$ cat src/rtl/rf_wb_arbiter_pkg.sv
// Shared types for the register-file write-back path: source ids and select encoding.
// Latency: n/a (types and a pure function only).
// Backpressure: n/a.
package rf_pkg;

  typedef enum logic [1:0] {
    SRC_ALU = 2'd0,
    SRC_ACC = 2'd1,
    SRC_MEM = 2'd2
  } src_e;

  localparam int NUM_SRC = 3;

  // Returns {from_ALU, from_Acc, from_Mem} for a source id.
  function automatic logic [2:0] src_onehot(src_e s);
    logic [2:0] oh;
    oh = 3'b000;
    case (s)
      SRC_ALU: oh = 3'b100;
      SRC_ACC: oh = 3'b010;
      SRC_MEM: oh = 3'b001;
      default: oh = 3'b000;
    endcase
    return oh;
  endfunction

endpackage

$ cat src/rtl/rf_wb_arbiter_if.sv
// Producer/decode/register-file bundle around the write-back arbiter.
// Latency: n/a (wiring only).
// Backpressure: producers hold *_valid until *_ready; decode holds rsv_valid until rsv_ready.
interface rf_wb_arbiter_if #(
  parameter int A = 4,
  parameter int W = 8
);
  logic         alu_valid, acc_valid, mem_valid;
  logic [A-1:0] alu_addr, acc_addr, mem_addr;
  logic [W-1:0] alu_data, acc_data, mem_data;
  logic         alu_ready, acc_ready, mem_ready;

  logic         rsv_valid;
  logic [A-1:0] rsv_addr;
  logic         rsv_ready;
  logic [A-1:0] rd_addr;
  logic         rd_busy;

  logic         Write_En;
  logic         from_ALU, from_Acc, from_Mem;
  logic [A-1:0] address;
  logic [W-1:0] ALU_Input, Acc_Input, Mem_Input;

  // Producer, decode and register-file side.
  modport master (
    output alu_valid, acc_valid, mem_valid,
    output alu_addr, acc_addr, mem_addr,
    output alu_data, acc_data, mem_data,
    input  alu_ready, acc_ready, mem_ready,
    output rsv_valid, rsv_addr, rd_addr,
    input  rsv_ready, rd_busy,
    input  Write_En, from_ALU, from_Acc, from_Mem, address,
    input  ALU_Input, Acc_Input, Mem_Input
  );

  // Arbiter side.
  modport slave (
    input  alu_valid, acc_valid, mem_valid,
    input  alu_addr, acc_addr, mem_addr,
    input  alu_data, acc_data, mem_data,
    output alu_ready, acc_ready, mem_ready,
    input  rsv_valid, rsv_addr, rd_addr,
    output rsv_ready, rd_busy,
    output Write_En, from_ALU, from_Acc, from_Mem, address,
    output ALU_Input, Acc_Input, Mem_Input
  );
endinterface

$ cat src/rtl/rf_wb_arbiter_rr_arbiter3.sv
// Three-way round-robin arbiter; search starts just after the last accepted source.
// Latency: grant is combinational from requests and pointer; pointer moves on accept.
// Backpressure: pointer holds when i_accept is low, so an unaccepted grant is re-offered.
module rr_arbiter3 import rf_pkg::*; #(
  parameter src_e RST_PTR = SRC_MEM
) (
  input  logic               clk,
  input  logic               Reset,
  input  logic [NUM_SRC-1:0] i_req,
  input  logic               i_accept,
  output logic [NUM_SRC-1:0] o_gnt,
  output src_e               o_gnt_src
);

  src_e r_ptr;
  src_e w_ord [NUM_SRC];

  // Search order: the three sources starting one after the last winner.
  always_comb begin
    w_ord[0] = SRC_ALU;
    w_ord[1] = SRC_ACC;
    w_ord[2] = SRC_MEM;
    case (r_ptr)
      SRC_ALU: begin w_ord[0] = SRC_ACC; w_ord[1] = SRC_MEM; w_ord[2] = SRC_ALU; end
      SRC_ACC: begin w_ord[0] = SRC_MEM; w_ord[1] = SRC_ALU; w_ord[2] = SRC_ACC; end
      default: ;
    endcase
  end

  // First requester in search order wins; no requester means no grant.
  always_comb begin
    o_gnt     = '0;
    o_gnt_src = r_ptr;
    if (i_req[w_ord[0]]) begin
      o_gnt[w_ord[0]] = 1'b1;
      o_gnt_src       = w_ord[0];
    end else if (i_req[w_ord[1]]) begin
      o_gnt[w_ord[1]] = 1'b1;
      o_gnt_src       = w_ord[1];
    end else if (i_req[w_ord[2]]) begin
      o_gnt[w_ord[2]] = 1'b1;
      o_gnt_src       = w_ord[2];
    end
  end

  // Last-grant pointer advances only when the grant is actually taken.
  always_ff @(posedge clk) begin
    if (Reset) begin
      r_ptr <= RST_PTR;
    end else if (i_accept) begin
      r_ptr <= o_gnt_src;
    end
  end

endmodule

$ cat src/rtl/rf_wb_arbiter.sv
// Write-back arbiter for the single-port register file plus per-register pending-write scoreboard.
// Latency: transfer at edge E0 drives Write_En in cycle E0->E1; count drops at E1.
// Backpressure: one producer is granted per cycle round-robin; reservations stall when a count is saturated.
module rf_wb_arbiter import rf_pkg::*; #(
  parameter int A  = 4,
  parameter int W  = 8,
  parameter int CW = 2
) (
  input  logic            clk,
  input  logic            Reset,
  rf_wb_arbiter_if.slave  bus
);

  localparam int            NREG    = 1 << A;
  localparam logic [CW-1:0] CNT_MAX = '1;

  logic [NUM_SRC-1:0] w_req;
  logic [NUM_SRC-1:0] w_gnt;
  src_e               w_gnt_src;
  logic               w_xfer;
  logic [A-1:0]       w_sel_addr;
  logic [W-1:0]       w_sel_data;

  logic               r_we;
  logic [2:0]         r_from;
  logic [A-1:0]       r_addr;
  logic [W-1:0]       r_alu_lane, r_acc_lane, r_mem_lane;

  logic [CW-1:0]      r_cnt [NREG];
  logic               w_rsv_rdy;
  logic               w_rsv_acc;
  logic [NREG-1:0]    w_inc, w_dec;

  // Request vector indexed by src_e.
  assign w_req  = {bus.mem_valid, bus.acc_valid, bus.alu_valid};
  assign w_xfer = (|w_gnt) & ~Reset;

  rr_arbiter3 #(.RST_PTR(SRC_MEM)) u_arb (
    .clk       (clk),
    .Reset     (Reset),
    .i_req     (w_req),
    .i_accept  (w_xfer),
    .o_gnt     (w_gnt),
    .o_gnt_src (w_gnt_src)
  );

  assign bus.alu_ready = w_gnt[SRC_ALU] & ~Reset;
  assign bus.acc_ready = w_gnt[SRC_ACC] & ~Reset;
  assign bus.mem_ready = w_gnt[SRC_MEM] & ~Reset;

  // Address/data of the granted source.
  always_comb begin
    w_sel_addr = bus.mem_addr;
    w_sel_data = bus.mem_data;
    case (w_gnt_src)
      SRC_ALU: begin w_sel_addr = bus.alu_addr; w_sel_data = bus.alu_data; end
      SRC_ACC: begin w_sel_addr = bus.acc_addr; w_sel_data = bus.acc_data; end
      default: ;
    endcase
  end

  // Register-file port stage: strobe and select follow transfers; address and lanes hold when idle.
  always_ff @(posedge clk) begin
    if (Reset) begin
      r_we       <= 1'b0;
      r_from     <= 3'b000;
      r_addr     <= '0;
      r_alu_lane <= '0;
      r_acc_lane <= '0;
      r_mem_lane <= '0;
    end else if (w_xfer) begin
      r_we       <= 1'b1;
      r_from     <= src_onehot(w_gnt_src);
      r_addr     <= w_sel_addr;
      r_alu_lane <= (w_gnt_src == SRC_ALU) ? w_sel_data : '0;
      r_acc_lane <= (w_gnt_src == SRC_ACC) ? w_sel_data : '0;
      r_mem_lane <= (w_gnt_src == SRC_MEM) ? w_sel_data : '0;
    end else begin
      r_we   <= 1'b0;
      r_from <= 3'b000;
    end
  end

  // Strobe is masked by Reset so an in-flight write is not captured at the reset edge.
  assign bus.Write_En  = r_we & ~Reset;
  assign bus.from_ALU  = r_from[2];
  assign bus.from_Acc  = r_from[1];
  assign bus.from_Mem  = r_from[0];
  assign bus.address   = r_addr;
  assign bus.ALU_Input = r_alu_lane;
  assign bus.Acc_Input = r_acc_lane;
  assign bus.Mem_Input = r_mem_lane;

  // Hazard status reads the registered counts only; a commit on this edge is not bypassed.
  assign w_rsv_rdy     = (r_cnt[bus.rsv_addr] != CNT_MAX);
  assign w_rsv_acc     = bus.rsv_valid & w_rsv_rdy;
  assign bus.rsv_ready = w_rsv_rdy;
  assign bus.rd_busy   = (r_cnt[bus.rd_addr] != '0);

  // Per-register increment (accepted reservation) and decrement (commit) strobes.
  always_comb begin
    w_inc = '0;
    w_dec = '0;
    if (w_rsv_acc) w_inc[bus.rsv_addr] = 1'b1;
    if (r_we)      w_dec[r_addr]       = 1'b1;
  end

  // Pending counts: simultaneous +1/-1 cancel; a commit to an idle register stays at zero.
  always_ff @(posedge clk) begin
    if (Reset) begin
      for (int i = 0; i < NREG; i++) r_cnt[i] <= '0;
    end else begin
      for (int i = 0; i < NREG; i++) begin
        if (w_inc[i] && !w_dec[i]) begin
          r_cnt[i] <= r_cnt[i] + 1'b1;
        end else if (w_dec[i] && !w_inc[i] && (r_cnt[i] != '0)) begin
          r_cnt[i] <= r_cnt[i] - 1'b1;
        end
      end
    end
  end

endmodule

$ cat src/flat_wrapper.sv
// flat-port wrapper written by rule: the top's interface ports become plain ports
module rf_wb_arbiter_flat import rf_pkg::*;
#(
  parameter int A  = 4,
  parameter int W  = 8,
  parameter int CW = 2
)
  (clk, Reset, bus_alu_valid, bus_acc_valid, bus_mem_valid, bus_alu_addr, bus_acc_addr, bus_mem_addr, bus_alu_data, bus_acc_data, bus_mem_data, bus_alu_ready, bus_acc_ready, bus_mem_ready, bus_rsv_valid, bus_rsv_addr, bus_rd_addr, bus_rsv_ready, bus_rd_busy, bus_Write_En, bus_from_ALU, bus_from_Acc, bus_from_Mem, bus_address, bus_ALU_Input, bus_Acc_Input, bus_Mem_Input);
  rf_wb_arbiter_if #(.A(A), .W(W)) bus_i ();
  input  logic clk;
  input  logic Reset;
  input wire logic [$bits(bus_i.alu_valid)-1:0] bus_alu_valid;
  input wire logic [$bits(bus_i.acc_valid)-1:0] bus_acc_valid;
  input wire logic [$bits(bus_i.mem_valid)-1:0] bus_mem_valid;
  input wire logic [$bits(bus_i.alu_addr)-1:0] bus_alu_addr;
  input wire logic [$bits(bus_i.acc_addr)-1:0] bus_acc_addr;
  input wire logic [$bits(bus_i.mem_addr)-1:0] bus_mem_addr;
  input wire logic [$bits(bus_i.alu_data)-1:0] bus_alu_data;
  input wire logic [$bits(bus_i.acc_data)-1:0] bus_acc_data;
  input wire logic [$bits(bus_i.mem_data)-1:0] bus_mem_data;
  output wire logic [$bits(bus_i.alu_ready)-1:0] bus_alu_ready;
  output wire logic [$bits(bus_i.acc_ready)-1:0] bus_acc_ready;
  output wire logic [$bits(bus_i.mem_ready)-1:0] bus_mem_ready;
  input wire logic [$bits(bus_i.rsv_valid)-1:0] bus_rsv_valid;
  input wire logic [$bits(bus_i.rsv_addr)-1:0] bus_rsv_addr;
  input wire logic [$bits(bus_i.rd_addr)-1:0] bus_rd_addr;
  output wire logic [$bits(bus_i.rsv_ready)-1:0] bus_rsv_ready;
  output wire logic [$bits(bus_i.rd_busy)-1:0] bus_rd_busy;
  output wire logic [$bits(bus_i.Write_En)-1:0] bus_Write_En;
  output wire logic [$bits(bus_i.from_ALU)-1:0] bus_from_ALU;
  output wire logic [$bits(bus_i.from_Acc)-1:0] bus_from_Acc;
  output wire logic [$bits(bus_i.from_Mem)-1:0] bus_from_Mem;
  output wire logic [$bits(bus_i.address)-1:0] bus_address;
  output wire logic [$bits(bus_i.ALU_Input)-1:0] bus_ALU_Input;
  output wire logic [$bits(bus_i.Acc_Input)-1:0] bus_Acc_Input;
  output wire logic [$bits(bus_i.Mem_Input)-1:0] bus_Mem_Input;
  assign bus_i.alu_valid = bus_alu_valid;
  assign bus_i.acc_valid = bus_acc_valid;
  assign bus_i.mem_valid = bus_mem_valid;
  assign bus_i.alu_addr = bus_alu_addr;
  assign bus_i.acc_addr = bus_acc_addr;
  assign bus_i.mem_addr = bus_mem_addr;
  assign bus_i.alu_data = bus_alu_data;
  assign bus_i.acc_data = bus_acc_data;
  assign bus_i.mem_data = bus_mem_data;
  assign bus_alu_ready = bus_i.alu_ready;
  assign bus_acc_ready = bus_i.acc_ready;
  assign bus_mem_ready = bus_i.mem_ready;
  assign bus_i.rsv_valid = bus_rsv_valid;
  assign bus_i.rsv_addr = bus_rsv_addr;
  assign bus_i.rd_addr = bus_rd_addr;
  assign bus_rsv_ready = bus_i.rsv_ready;
  assign bus_rd_busy = bus_i.rd_busy;
  assign bus_Write_En = bus_i.Write_En;
  assign bus_from_ALU = bus_i.from_ALU;
  assign bus_from_Acc = bus_i.from_Acc;
  assign bus_from_Mem = bus_i.from_Mem;
  assign bus_address = bus_i.address;
  assign bus_ALU_Input = bus_i.ALU_Input;
  assign bus_Acc_Input = bus_i.Acc_Input;
  assign bus_Mem_Input = bus_i.Mem_Input;
  rf_wb_arbiter #(.A(A), .W(W), .CW(CW)) u_core (.clk(clk), .Reset(Reset), .bus(bus_i));
endmodule
$ cat config.mk
export PLATFORM = sky130hd
export DESIGN_NAME = rf_wb_arbiter_flat
export DESIGN_NICKNAME = d
export VERILOG_FILES = /design/src/rtl/rf_wb_arbiter_pkg.sv /design/src/rtl/rf_wb_arbiter_if.sv /design/src/rtl/rf_wb_arbiter_rr_arbiter3.sv /design/src/rtl/rf_wb_arbiter.sv /design/src/flat_wrapper.sv
export SDC_FILE = /design/constraint.sdc
export NUM_CORES = 1
export LEC_CHECK = 0
export ABC_AREA = 1
export CORE_MARGIN = 4
export CORE_UTILIZATION = 52
export DETAILED_ROUTE_END_ITERATION = 6
export PLACE_DENSITY = 0.8
export SLEW_MARGIN = 20
export SYNTH_ARGS = -nofsm -noshare
export SYNTH_HDL_FRONTEND = slang
export SYNTH_SLANG_ARGS = --single-unit
$ cat constraint.sdc
create_clock -name clk -period 2.4 [get_ports clk]
set_clock_uncertainty 0.2 [all_clocks]
set_input_delay 0.48 -clock clk [delete_from_list [all_inputs] [get_ports clk]]
set_output_delay 0.48 -clock clk [all_outputs]
set_load 0.005 [all_outputs]
==> Yosys cells after proc, flatten, opt, wreduce, memory -nomap -nowiden <==
Memory sizes are Yosys's and may differ from the RTL's.
Index checks and enable logic that the tools add are counted.
{ "totals": {"elab_cells": 378, "out_inout_bits": 37, "n_memories": 1, "mem_bits_rw": 32, "register_bits": 34} }
{ "op_classes": {"n_reduce_logical": 106, "order_cmp": 10, "n_addsub": 32, "bitwise": 40, "muxes": 178, "n_eq_ne": 4} }
{ "memory_table": {"columns": ["name", "depth", "word_bits", "rd", "rd_clocked_by_memory_dff", "wr", "line", "source"], "rows": [
  ["u_core.r_cnt", 16, 2, 18, 0, 16, "rf_wb_arbiter.sv:29", "logic [CW-1:0] r_cnt [NREG];"]
]} }
{ "ops": {"columns": ["operator", "count"], "rows": [
  ["two-way mux 1 bit", 123],
  ["two-way mux 2 bit", 35],
  ["logical AND 1 bit", 53],
  ["nonzero test 2 bit", 17],
  ["adder 2 x 1 -> 2 bit, second input constant", 16],
  ["zero test 1 bit", 32],
  ["two-way mux 16 bit", 2],
  ["OR 1 bit", 32],
  ["subtractor 2 x 1 -> 2 bit, second input constant", 16],
  ["two-way mux 8 bit", 3],
  ["case mux 8 bit (2 select lines)", 1],
  ["case mux 6 bit (2 select lines)", 1],
  ["less-than comparator 4 x 5 -> 1 bit, second input constant", 2],
  ["less-than comparator 2 x 3 -> 1 bit, second input constant", 3],
  ["two-way mux 3 bit", 3],
  ["case mux 3 bit (3 select lines)", 1],
  ["demux 1 bit (select 4 bit)", 2],
  [">= comparator 4 x 1 -> 1 bit, second input constant", 2],
  ["case mux 4 bit (2 select lines)", 1],
  ["bitwise AND 1 bit", 6],
  ["binary-select mux 1 bit (select 2 bit)", 3],
  ["demux 1 bit (select 2 bit)", 3],
  [">= comparator 2 x 1 -> 1 bit, second input constant", 3],
  ["equality test 2 x 1 -> 1 bit, second input constant", 2],
  ["6 further kinds", 8]
]} }

==> Longest topological paths before layout <==
{ "depth": {"ltp_word": 13, "ltp_mapped": 17} }

==> Hierarchy <==
Synthesis repeated with hierarchy kept, for this count alone.
{ "unflattened": {"cells_unflattened": 679, "hier_area_um2": 4371.7} }
{ "modules_own_cells": {"columns": ["mod", "cells_per_inst", "seq_area_each_um2", "n_inst", "area_per_inst_um2"], "rows": [
  ["rf_wb_arbiter", 631, 1601.5, 1, 4097.7],
  ["rr_arbiter3", 48, 40.0, 1, 274.0]
]} }

==> Worst setup path before layout <==
Ideal clock, no wire load.
{ "synth_path": {"kind": "input to output", "start": "input Reset", "end": "output bus_Write_En", "arrival_ns": 1.475, "stages": 4, "n_path_buf": 3, "required_time_ns": 1.720, "setup_slack_ns": 0.245, "path_cell_list": "clkbuf_1 clkbuf_1 clkbuf_1 nor2_1"} }
{ "synth_via": {"elab_chain_cells": 2} }
{ "synth_lines": {"columns": ["element", "line", "source"], "rows": [
  ["start, declared", "flat_wrapper.sv:11", "input logic Reset;"],
  ["NOT 1 bit", "rf_wb_arbiter.sv:85", "assign bus.Write_En = r_we & ~Reset;"],
  ["bitwise AND 1 bit", "rf_wb_arbiter.sv:85", null],
  ["end, declared", "flat_wrapper.sv:29", "output wire logic [$bits(bus_i.Write_En)-1:0] bus_Write_En;"]
]} }
No other way between the ends.

==> Final worst setup path <==
{ "layout_path": {"start": "register u_core.u_arb.r_ptr[1]", "end": "output bus_mem_ready"} }
{ "layout_via": {"elab_chain_cells": 10, "word_cells_on_any_way": 28, "cone_classes": "order compare: 6; eq/ne: 1; mux: 16; bitwise: 1; reduce/logical: 4"} }
{ "layout_lines": {"columns": ["element", "line", "source"], "rows": [
  ["start, declared", "rf_wb_arbiter_rr_arbiter3.sv:15", "src_e r_ptr;"],
  ["start signal, assigned", "rf_wb_arbiter_rr_arbiter3.sv:51", "r_ptr <= o_gnt_src;"],
  ["equality test 2 x 1 -> 1 bit or zero test 2 bit (tied branches)", "rf_wb_arbiter_rr_arbiter3.sv:23", "case (r_ptr)"],
  ["case mux 6 bit (2 select lines) *", "rf_wb_arbiter_rr_arbiter3.sv:23", null],
  ["less-than comparator 2 x 3 -> 1 bit (not written as such) or >= comparator 2 x 1 -> 1 bit (tied branches)", "rf_wb_arbiter_rr_arbiter3.sv:41", "o_gnt[w_ord[2]] = 1'b1;"],
  ["logical AND 1 bit (not written as such)", "rf_wb_arbiter_rr_arbiter3.sv:41", null],
  ["two-way mux 1 bit (not written as such)", "rf_wb_arbiter_rr_arbiter3.sv:41", null],
  ["demux 1 bit (select 2 bit)", "rf_wb_arbiter_rr_arbiter3.sv:41", null],
  ["two-way mux 3 bit", "rf_wb_arbiter_rr_arbiter3.sv:40", "end else if (i_req[w_ord[2]]) begin"],
  ["two-way mux 3 bit", "rf_wb_arbiter_rr_arbiter3.sv:37", "end else if (i_req[w_ord[1]]) begin"],
  ["two-way mux 3 bit *", "rf_wb_arbiter_rr_arbiter3.sv:34", "if (i_req[w_ord[0]]) begin"],
  ["bitwise AND 1 bit *", "rf_wb_arbiter.sv:49", "assign bus.mem_ready = w_gnt[SRC_MEM] & ~Reset;"],
  ["end, declared", "flat_wrapper.sv:23", "output wire logic [$bits(bus_i.mem_ready)-1:0] bus_mem_ready;"]
]} }
Mark *: on every way between the ends. The rest lies on a longest branch, timed or not. The select of a mux whose other input is x is not followed.

==> metrics.txt <==
source of the worst register-to-register timing path u_core.r_cnt[8][0]$_SDFFCE_PN0P_; Final Max Tran Viols 0; Worst Hold End u_core.bus.Acc_Input[7]$_SDFFE_PP0P_; number of warnings printed during yosys synthesis 0; syn_area_per_cell between 6 and 7 um^2; TritonCTS clock tree done; cells taking the most area after synthesis sky130_fd_sc_hd__edfxtp_1, sky130_fd_sc_hd__nand2_1, sky130_fd_sc_hd__dfxtp_1; Fmax achieved ~0.42 GHz; Max IR drop VDD around 0.53 mV; Total Die Area about 9900 um^2; initial DRC count about 340; largest driver fanout on the critical path 3; x dimension of the die 99.6 um; cell count after synthesis 652; Num Clock Sinks between 60 and 70; setup total negative slack 0 ps; via density per instance about 5.3; origin of the worst min-delay path u_core.bus.Acc_Input[7]$_SDFFE_PP0P_; met3 track utilization from global routing 0.0940; nature of the critical path endpoint output pin; worst reg-to-reg setup slack ~150 ps; Setup crit start kind flop; global-route layer with the greatest usage met2; row cnt 33; final wirelength between 10000 and 15000 um; clk root buf sky130_fd_sc_hd__clkbuf_8; maximum number of pins on one net before global-route repair 34; Routed wire per std cell 14.6 um; count of state elements after synthesis 66; vias in the first global route between 4000 and 5000; global-route track usage on met1 0.293; most used cells in the layout excluding fill and tap cells sky130_fd_sc_hd__nand2_1, sky130_fd_sc_hd__nor2_1, sky130_fd_sc_hd__clkdlybuf4s50_1; number of levels in the clock H-tree 3; PD cells roughly 750 nW/um^2; Antenna Nets Post-Route 0; number of ports placed on the die boundary 87; met2 Use GR 0.455; sequential area share after synthesis 0.376; Area Overhead vs Synth 38.2%; ratio of cells with drive above 1 in the final layout 0.197; insertion delay to the later sink of the worst-skew pair 340 ps; share of the synthesized area in the top cell type 0.220; Antenna Diode Count 0; post-synthesis instance area roughly 4400 um^2; Layout Nets ~850; arrival time reported for the critical path endpoint ~1700 ps; reg-to-reg endpoint u_core.r_cnt[10][1]$_SDFFCE_PP0P_; Max clock buf depth 2; initial antenna violation count 0; Clock transition at path regs about 70 ps; DRC Markers 0; nets in the synthesized netlist between 700 and 800; leading cell type in the layout, fill and taps excluded sky130_fd_sc_hd__nand2_1; Max-Slew Margin vs Limit 0.657; initial core utilization 0.534; number of setup violations in the final report 0; category of the most critical setup path flop to output pin; final critical-path required period 2400 ps; cell count of the worst hold path 2; Pleak 2.87 nW; class of the worst hold path flop to flop; DR pass1 iterations 5; Detailed Place HPWL around 9400 um; share of the cycle needed by the critical path after routing 1.00; depth of the worst register-to-register path 13; Tot Pwr between 4 and 5 mW; TritonCTS Buffers 9; data required time at the worst endpoint around 1700 ps; area of the core between 8000 and 9000 um^2; wire length of the first global-routing pass around 21000 um; count of input and output buffers between 80 and 90; Final Hold Viols 0; number of vias after detailed routing roughly 4800; unrepaired setup endpoints after global routing yes; Die Span Y 99.6 um; Final Wtd Congestion 0.866; total routing usage reported by global routing 0.263; status finished, final reports clean; number of max-cap violations 0; Remaining Overflow, GRT 0; count of unique library cells instantiated by Yosys 39; Least-Margin Pin Slew between 500 and 600 ps; cell taking the most area after synthesis sky130_fd_sc_hd__edfxtp_1
==> what timing repair did <==
item,4_1_cts,5_1_grt
gates cloned,0,1
setup buffers,7,9
pin swaps,7,4
resized for setup,51,22
setup endpoints to repair,50,11
hold buffers,0,0
==> sequential cells by signal, indices dropped and copies added, names as in the netlist <==
name and cells:
u_core.bus.ALU_Input 8, u_core.bus.Acc_Input 8, u_core.bus.Mem_Input 8, u_core.bus.address 4
u_core.r_cnt 32, u_core.r_from 3, u_core.r_we 1, u_core.u_arb.r_ptr 2
==> critical path, stage by stage (launching register included) <==
cell and delay (ps):
sky130_fd_sc_hd__dfxtp_4 370, sky130_fd_sc_hd__buf_6 120, sky130_fd_sc_hd__nor2_4 120, sky130_fd_sc_hd__nand2_4 90, sky130_fd_sc_hd__nand3_4 110, sky130_fd_sc_hd__inv_2 50
sky130_fd_sc_hd__nand2_2 60, sky130_fd_sc_hd__nand2_2 60, sky130_fd_sc_hd__nor2_4 120, sky130_fd_sc_hd__inv_2 60, sky130_fd_sc_hd__nand2_4 70, sky130_fd_sc_hd__nor2_4 40
sky130_fd_sc_hd__buf_2 120
==> worst max-delay path by stage <==
stage,start,to,slack (ps),cells past startpoint
2_1_floorplan,Reset,bus_Write_En,250,4
3_3_place_gp,bus_rd_addr[0],bus_rd_busy,-820,6
3_5_place_dp,bus_rd_addr[0],bus_rd_busy,-820,6
4_1_cts,bus_rd_addr[1],bus_rd_busy,-20,6
5_1_grt,u_core.u_arb.r_ptr[1]$_SDFFE_PP1P_,bus_mem_ready,-80,12
6_report,u_core.u_arb.r_ptr[1]$_SDFFE_PP1P_,bus_mem_ready,0.5,12
==> logic make-up after synthesis <==
| group | synth area share |
|---|---|
| AOI/OAI and AO/OA | 0.0642 |
| adders and majority gates | 0.00286 |
| and+or+nand+nor | 0.449 |
| buffers and inverters | 0.0911 |
| DFF | 0.376 |
| xor gates and xnor gates | 0.0120 |
| muxes | 0.00458 |
==> synth_stat cells, drive strengths merged <==
master  count
dfxtp      34
clkinv      3
nor3       12
edfxtp     32
ha          1
clkbuf      8
xor2        1
a32o        1
a21oi      17
o22ai       1
a21boi      1
nand3      67
o211ai      6
o21ai      20
or2         3
nand2     254
inv        61
xnor2       5
nor2       94
a22oi       1
buf        14
nor4        2
nand4      12
mux2i       2
==> final cells by class <==
type,instances,area [um^2]
multi-input combinational,500,2400
clock buffer,10,149
timing repair inverter,1,5.00
clock inverter,6,40.0
inverter,64,246
tap,105,131
fill,640,2140
timing repair buffer,156,1420
sequential,66,1650
==> stage by stage <==
stage	setup slack (ps)	hold WS, ps	cell area (um^2)	cells	utilization
after floorplan	245	241	4370	652	-
after global placement	-820	230	5650	875	0.691
after detailed placement	-823	237	5650	875	0.691
after CTS	-15.4	252	5920	898	0.725
after global routing	-79.9	271	6040	908	0.738
final	0.505	250	6040	908	0.738
==> power breakdown <==
group	switching (mW)	internal [mW]
clock network	0.469	0.436
logic	1.09	0.982
registers	0.150	1.38
==> layer usage <==
metal	vias up	share of wire
li1	2382	-
met1	2198	0.39
met2	224	0.47
met3	42	0.11
met4	0	0.030
met5	-	0
Note: power is estimated with default switching activity, not from simulation.
